[config.mk]
export PLATFORM = sky130hd
export DESIGN_NAME = tomasulo_exec_units
export DESIGN_NICKNAME = d
export VERILOG_FILES = /design/src/rtl/tomasulo_exec_units.sv
export SDC_FILE = /design/constraint.sdc
export NUM_CORES = 1
export LEC_CHECK = 0
export CAP_MARGIN = 0
export CORE_MARGIN = 2
export CORE_UTILIZATION = 45
export CTS_CLUSTER_SIZE = 12
export DETAILED_ROUTE_END_ITERATION = 8
export GPL_TIMING_DRIVEN = 1
export MAX_ROUTING_LAYER = met4
export PLACE_DENSITY_LB_ADDON = 0.1
export SLEW_MARGIN = 40
export SYNTH_ARGS = -nofsm -noshare
export SYNTH_HDL_FRONTEND = slang
export SYNTH_HIERARCHICAL = 1
export SYNTH_SLANG_ARGS = --single-unit
[constraint.sdc]
create_clock -name Clock -period 23.1 [get_ports Clock]
set_clock_uncertainty 0.15 [all_clocks]
set_input_delay 4.62 -clock Clock [delete_from_list [all_inputs] [get_ports Clock]]
set_output_delay 4.62 -clock Clock [all_outputs]
set_load 0.01 [all_outputs]
[src/rtl/tomasulo_exec_units.sv]
// Tomasulo execution back end: an add/sub unit, a mul/div unit and the
// combinational CDB select mux. Each unit latches its operands on an
// accepted Run, counts down a fixed op latency, then holds its result and
// label with Done high until the controller drops Run.
//
// Handshake: Run is a level request. IDLE with Run=1 accepts on that edge.
// Dropping Run while BUSY aborts the op. In DONE, Done stays high while Run
// stays high; the first edge with Run=0 clears Done and returns to IDLE.
// The next op can be accepted no earlier than the following edge.

module tomasulo_fu #(
  parameter int WIDTH     = 12,
  parameter int LABEL_W   = 2,
  parameter int LAT_OP0   = 2,  // latency when Op[0]=0 (ADD or MUL)
  parameter int LAT_OP1   = 2,  // latency when Op[0]=1 (SUB or DIV)
  parameter bit IS_MULDIV = 1'b0
) (
  input  logic               i_clk,
  input  logic               i_rst,
  input  logic               i_run,
  input  logic [WIDTH-1:0]   i_rx,
  input  logic [WIDTH-1:0]   i_ry,
  input  logic               i_op_sel,
  input  logic [LABEL_W-1:0] i_label,
  output logic [WIDTH-1:0]   o_result,
  output logic               o_done,
  output logic [LABEL_W-1:0] o_label,
  output logic [1:0]         o_state
);

  localparam int MAX_LAT = (LAT_OP0 > LAT_OP1) ? LAT_OP0 : LAT_OP1;
  localparam int CNT_W   = $clog2(MAX_LAT + 1);

  typedef enum logic [1:0] {
    S_IDLE = 2'd0,
    S_BUSY = 2'd1,
    S_DONE = 2'd2
  } state_t;

  state_t             r_state;
  state_t             w_state_nx;
  logic               w_load;
  logic               w_finish;
  logic [CNT_W-1:0]   r_cnt;
  logic [WIDTH-1:0]   r_rx;
  logic [WIDTH-1:0]   r_ry;
  logic               r_op;
  logic [LABEL_W-1:0] r_label;
  logic [WIDTH-1:0]   r_result;
  logic [LABEL_W-1:0] r_label_out;
  logic [WIDTH-1:0]   w_result;

  // State register
  always_ff @(posedge i_clk) begin
    if (i_rst) r_state <= S_IDLE;
    else       r_state <= w_state_nx;
  end

  // Next state: accept in IDLE, abort or complete in BUSY, release in DONE
  always_comb begin
    w_state_nx = r_state;
    w_load     = 1'b0;
    w_finish   = 1'b0;
    case (r_state)
      S_IDLE: begin
        if (i_run) begin
          w_state_nx = S_BUSY;
          w_load     = 1'b1;
        end
      end
      S_BUSY: begin
        if (!i_run) begin
          w_state_nx = S_IDLE;
        end else if (r_cnt == '0) begin
          w_state_nx = S_DONE;
          w_finish   = 1'b1;
        end
      end
      S_DONE: begin
        if (!i_run) w_state_nx = S_IDLE;
      end
      default: w_state_nx = S_IDLE;
    endcase
  end

  // Datapath from latched operands only, so input changes while BUSY are ignored
  generate
    if (IS_MULDIV) begin : g_muldiv
      always_comb begin
        w_result = '0;
        if (!r_op)            w_result = r_rx * r_ry;
        else if (r_ry == '0)  w_result = '1;
        else                  w_result = r_rx / r_ry;
      end
    end else begin : g_addsub
      always_comb begin
        w_result = '0;
        if (r_op) w_result = r_rx - r_ry;
        else      w_result = r_rx + r_ry;
      end
    end
  endgenerate

  // Operand latch, latency counter and result/label registers.
  // Counter loads LAT-1 so Done rises exactly LAT edges after the accept.
  always_ff @(posedge i_clk) begin
    if (i_rst) begin
      r_cnt       <= '0;
      r_rx        <= '0;
      r_ry        <= '0;
      r_op        <= 1'b0;
      r_label     <= '0;
      r_result    <= '0;
      r_label_out <= '0;
    end else begin
      if (w_load) begin
        r_rx    <= i_rx;
        r_ry    <= i_ry;
        r_op    <= i_op_sel;
        r_label <= i_label;
        r_cnt   <= i_op_sel ? CNT_W'(LAT_OP1 - 1) : CNT_W'(LAT_OP0 - 1);
      end else if (r_state == S_BUSY && r_cnt != '0) begin
        r_cnt <= r_cnt - 1'b1;
      end
      if (w_finish) begin
        r_result    <= w_result;
        r_label_out <= r_label;
      end
    end
  end

  assign o_result = r_result;
  assign o_label  = r_label_out;
  assign o_done   = (r_state == S_DONE);
  assign o_state  = r_state;

endmodule

module tomasulo_exec_units #(
  parameter int WIDTH      = 12,
  parameter int LABEL_W    = 2,
  parameter int ADDSUB_LAT = 2,
  parameter int MUL_LAT    = 4,
  parameter int DIV_LAT    = 6
) (
  input  logic               Clock,
  input  logic               Reset,
  input  logic               Run_AddSub,
  input  logic [WIDTH-1:0]   Rx_AddSub,
  input  logic [WIDTH-1:0]   Ry_AddSub,
  input  logic [2:0]         Op_AddSub,
  input  logic [LABEL_W-1:0] Label_AddSub,
  output logic [WIDTH-1:0]   Result_AddSub,
  output logic               Done_AddSub,
  output logic [LABEL_W-1:0] Label_AddSub_out,
  input  logic               Run_MulDiv,
  input  logic [WIDTH-1:0]   Rx_MulDiv,
  input  logic [WIDTH-1:0]   Ry_MulDiv,
  input  logic [2:0]         Op_MulDiv,
  input  logic [LABEL_W-1:0] Label_MulDiv,
  output logic [WIDTH-1:0]   Result_MulDiv,
  output logic               Done_MulDiv,
  output logic [LABEL_W-1:0] Label_MulDiv_out,
  input  logic [1:0]         CDB_Control,
  output logic [WIDTH-1:0]   CDB,
  output logic [1:0]         Dbg_State_AddSub,
  output logic [1:0]         Dbg_State_MulDiv
);

  // Only Op[0] selects the operation; the upper opcode bits are don't-care
  logic w_unused_op;
  assign w_unused_op = ^{Op_AddSub[2:1], Op_MulDiv[2:1]};

  tomasulo_fu #(
    .WIDTH(WIDTH), .LABEL_W(LABEL_W),
    .LAT_OP0(ADDSUB_LAT), .LAT_OP1(ADDSUB_LAT), .IS_MULDIV(1'b0)
  ) u_addsub (
    .i_clk(Clock), .i_rst(Reset), .i_run(Run_AddSub),
    .i_rx(Rx_AddSub), .i_ry(Ry_AddSub), .i_op_sel(Op_AddSub[0]),
    .i_label(Label_AddSub), .o_result(Result_AddSub), .o_done(Done_AddSub),
    .o_label(Label_AddSub_out), .o_state(Dbg_State_AddSub)
  );

  tomasulo_fu #(
    .WIDTH(WIDTH), .LABEL_W(LABEL_W),
    .LAT_OP0(MUL_LAT), .LAT_OP1(DIV_LAT), .IS_MULDIV(1'b1)
  ) u_muldiv (
    .i_clk(Clock), .i_rst(Reset), .i_run(Run_MulDiv),
    .i_rx(Rx_MulDiv), .i_ry(Ry_MulDiv), .i_op_sel(Op_MulDiv[0]),
    .i_label(Label_MulDiv), .o_result(Result_MulDiv), .o_done(Done_MulDiv),
    .o_label(Label_MulDiv_out), .o_state(Dbg_State_MulDiv)
  );

  // CDB select; unused codes drive zero so the bus is never undefined
  always_comb begin
    CDB = '0;
    case (CDB_Control)
      2'b01:   CDB = Result_AddSub;
      2'b10:   CDB = Result_MulDiv;
      default: CDB = '0;
    endcase
  end

endmodule

Yosys cells after proc, flatten, opt, wreduce, memory -nomap -nowiden --
Cells that the tools add are included. W data, S select, Z words.
Word-level totals: flip-flop bits (word level) 91, bits of input ports 64, output and inout port bits 46
Cells by class: add/subtract/negate cells 4, multiply operators 1, div/mod/pow operators 1, equal/unequal tests 12, muxes and demuxes 29, reductions and logical operators 14
Operators with widths (number):
- $mux W12 | 3
- $pmux W12 S2 | 1
- $mux W2 | 8
- $add A12 B12 Y12 | 1
- $div A12 B12 Y12 | 1
- $logic_not A12 Y1 | 1
- $mul A12 B12 Y12 | 1
- $mux W1 | 12
- $pmux W2 S3 | 2
- $sub A12 B12 Y12 | 1
- $mux W3 | 3
- $ne A2 B2 Y1 const B | 4
- $eq A2 B1 Y1 const B | 3
- $eq A2 B2 Y1 const B | 3
- $logic_not A2 Y1 | 3
- $ne A3 B2 Y1 const B | 2
- $reduce_and A3 Y1 | 2
- $reduce_bool A2 Y1 | 3
- $logic_not A3 Y1 | 1
- $reduce_bool A3 Y1 | 1
- $sub A3 B1 Y3 const B | 1
- $logic_and A1 B1 Y1 | 2
- $reduce_or A2 Y1 | 1
- $sub A2 B1 Y2 const B | 1

Logic depth before layout (Yosys ltp) --
depth after elaboration 4, mapped depth 86, mapped depth without buffers 82

By module --
Netlist, hierarchy kept.
By module, submodules not included:
- tomasulo_fu at u_muldiv | instances 1, cells an instance 1014, area each 7692.4 µm², seq. area each 920.9 µm²
- tomasulo_fu at u_addsub | instances 1, cells an instance 305, area each 2374.8 µm², seq. area each 900.9 µm²
- tomasulo_exec_units | instances 1, cells an instance 31, area each 195.2 µm², seq. area each 0.0 µm²

Worst setup path after synthesis --
OpenSTA, ideal clock, no wires.
kind register -> register, from register u_muldiv.r_ry[4], to register u_muldiv.r_result[0], in the netlist u_muldiv/o_result[0], data arrival time 16981 ps, data required time 22817 ps, path slack 5836 ps, cell stages (with the launch flop) 76, path buffers 5, period minus slack after synthesis 17264 ps, path through dfxtp_1 -> clkbuf_1 -> or4_1 -> or3_1 -> nor2_1 -> a21oi_1 -> ha_1 -> o21ai_0 -> a2111oi_2 -> a21oi_1 -> ha_1 -> o211ai_1 -> a2111oi_4 -> mux2i_1 -> ha_1 -> o211a_1 -> a2111o_1 -> nor4bb_1 -> [... 40 more ...] -> nor2_1 -> a311o_1 -> ha_1 -> nor2_1 -> nor2_1 -> o41ai_1 -> o21ai_0 -> a21oi_1 -> nor2_1 -> clkbuf_1 -> mux2_2 -> ha_1 -> a21o_1 -> a21o_1 -> a21oi_1 -> o21ai_0 -> a31oi_1 -> o21ai_0
On the way: cells in the longest elaborated chain, start to end 3, elaborated cells between the ends (all ways) 4, those cells by class 1 x div; 2 x mux; 1 x reduce/logical
RTL lines:
- start, declared | RTL line 46 | logic [WIDTH-1:0] r_ry;
- start signal, assigned | RTL line 118 | r_ry <= i_ry;
- $div A12 B12 Y12 or $logic_not A12 Y1 (tied branches) | RTL line 93, 92
- $mux W12 (*) | RTL line 92 | else if (r_ry == '0) w_result = '1;
- $mux W12 (*) | RTL line 91 | if (!r_op) w_result = r_rx * r_ry;
- end signal, assigned | RTL line 126 | r_result <= w_result;
- end, declared | RTL line 49 | logic [WIDTH-1:0] r_result;
Mark *: on every way between the ends. The rest lies on a longest branch, timed or not. A chain may end at the register's enable or synchronous reset.

Worst setup path in the final report --
from register u_muldiv.r_ry[5], to register u_muldiv.r_result[0], in the netlist u_muldiv/o_result[0]
Same word-level chain as after synthesis.

==> results.tsv <==
metric	value	unit
outcome	completed	
highest_layer	met4	
synth_cells	1350	
cts_tree	done	
die_x	155	um
grt_pass1_wl	47.8	mm
cpMaxStageDelayCell	a2111oi_2	
arrival	20.79	ns
port_buffers	105	
drc	0	
hold_slack	0.310	ns
netlist.area_leader.share	17.8	%
drv_cap	0	
gp_congestion	0.899	
hold_depth	2	
critPathTopFamily	compound AO/OA/AOI/OAI gates	
min_period_over_period	89.7	%
synth_adder_area_share	23.5	%
maxSlewHeadroom	45.4	%
wl_met2	13.0	mm
yosysWarnings	6	
cp.depth	72	
startpoint_type	register	
crit_buf_inv	5	
setup_viol	0	
dr.pass1.iters	5	
critPathKind	reg2reg	
placed_area	11500	um2
rsz0062_at_grt	no	
grt_use_total	25.5	%
cts_inserted_buffers	9	
clock_latency	0.36	ns
synth.area.top_cells	dfxtp_1 18%, ha_1 16%, nand2_1 8.4%	
die_y	155	um
min_path_type	reg2reg	
ant_nets	0	
syn-num-nets	1583	
drive_gt1_share	5.29	%
via_count	9605	
postCtsSetupBuffers	0	
synth-seq-cells	91	
synthTopCellsByCount	231 x nand2_1, 130 x a21oi_1, 129 x ha_1	
hold_buffers	0	
diodes	0	
pin_count	110	
fmax	48.3	MHz
slowest_delay	0.79	ns
via_per_inst	5.64	
async_reset_ff_share	0	%
cts.sinks	91	
die_area	24000	um2
synth_compound_area_share	21.8	%
cts_root_buf	clkbuf_16	
tns	0	ns
yosysTopAreaCell	dfxtp_1	
synth_ff_type	dfxtp_1	
final.fill_count	2204	
crit_required	23.17	ns
drv_slew	0	
antenna_found_initial	0	
cp-end-kind	register	
clk_pin_slew	0.07	ns
coreArea	22500	um2
grt_max_degree	93	
routed-wl-met3	1.40	mm
fin_crit	20.72	ns
critPathMostFrequentCell	ha_1	
final_area	11800	um2
dp_hpwl	22.7	mm
drt_first_iter_violations	572	
wl_per_cell	17.3	um
synth_cell_types	86	
tightest_slew	0.818	ns
synth-xor-area-share	6.45	%
start_util	45.6	%
routedLengthMet1	14.6	mm
htreeDepth	3	
synth.most_common_cell	nand2_1	
area_delta_synth_final	14.9	%
yosys.area_share.simple	21.6	%
rr_worst_depth	72	
synth-edff-count	0	
synth.avg_cell_area	7.60	um2
cts_resized	0	
overflow	0	
cp_max_fo	15	
grt_pass1_vias	9299	
num_rows	55	
synthMuxAreaShare	2.12	%
drt-total-wl	29.5	mm
hold_violations	0	
synth_top_family_by_area	adder cells	
synthesis.area	10300	um2
synth_seq_area_share	17.8	%
clock_path_buffers	2	
nNetsFinal	1647	
## stage by stage
stage / util, % / worst slack (ns) / std cells
global placement: 51.0 / 2.81 / 1688
finish: 52.4 / 2.38 / 1704
global route: 52.4 / 0.621 / 1704
detailed placement: 51.1 / 2.62 / 1688
CTS: 52.4 / 2.54 / 1704
floorplan: - / 5.84 / 1350
## registers in the layout, indices dropped and copies added (netlist names), 2 cells and up
name and flops:
u_addsub/r_cnt 2, u_addsub/o_label 2, u_addsub/r_rx 12, u_muldiv/o_result 12
u_addsub/o_result 12, u_addsub/r_ry 12, u_muldiv/o_label 2, u_addsub/o_state 2
u_muldiv/r_cnt 3, u_muldiv/r_label 2, u_muldiv/o_state 2, u_addsub/r_label 2
u_muldiv/r_rx 12, u_muldiv/r_ry 12
## per-layer routing
metal  GRT usage (%)  vias up
met2            39.7      195
met1            34.7     4545
met4            6.22        0
li1                -     4837
met3            4.12       28
met5               -        -
## kinds of logic (layout without fill, tap and decap cells)
family / Yosys count / count (layout)
buf+inv: 171 / 240
fa+ha+maj: 169 / 169
compound gates: 336 / 336
xor+xnor: 74 / 74
simple gates: 489 / 489
mux: 20 / 20
flops: 91 / 91
## cells in the final DEF, fill, tap and decap left out, types with 34 or more instances in the layout
| cell | netlist | layout |
|---|---|---|
| dfxtp_1 | 91 | 91 |
| fa_1 | 40 | 40 |
| nor2_1 | 105 | 104 |
| xnor2_1 | 55 | 55 |
| a21oi_1 | 130 | 130 |
| ha_1 | 129 | 129 |
| clkdlybuf4s50_1 | 0 | 104 |
| o21ai_0 | 41 | 41 |
| nand2_1 | 231 | 231 |
| nor3_1 | 34 | 34 |
| inv_1 | 106 | 106 |
## final cells by class
type	count	area, um2	area share [%]
sequential	91	1820	15.4
timing repair buffer	117	1140	9.66
tap	285	357	3.02
inverter	107	402	3.41
clock inverter	5	45.0	0.382
multi-input combinational	1088	7780	65.9
clock buffer	11	253	2.14
## path summary, 6_finish.rpt
kind / from / end / slack, ns
setup / recovery: u_muldiv/r_ry[5] / u_muldiv/o_result[0] / 2.38
hold / removal: u_muldiv/r_label[1] / u_muldiv/r_label[1] / 0.31
setup reg to reg: u_muldiv/r_ry[5] / u_muldiv/o_result[0] / 2.38
hold reg to reg: u_muldiv/r_label[1] / u_muldiv/r_label[1] / 0.31
## worst reg2reg max path: cells and delay by family, from the launching register on
kind            cells  cell delay, ns
buf+inv             5            0.58
mux                 3            1.15
compound gates     39           11.22
fa+ha+maj          11            3.71
simple gates       14            3.34
flops               1            0.44
Power is not shown: default switching activity piles up to over one toggle a cycle in this logic, so the estimate is an artifact.
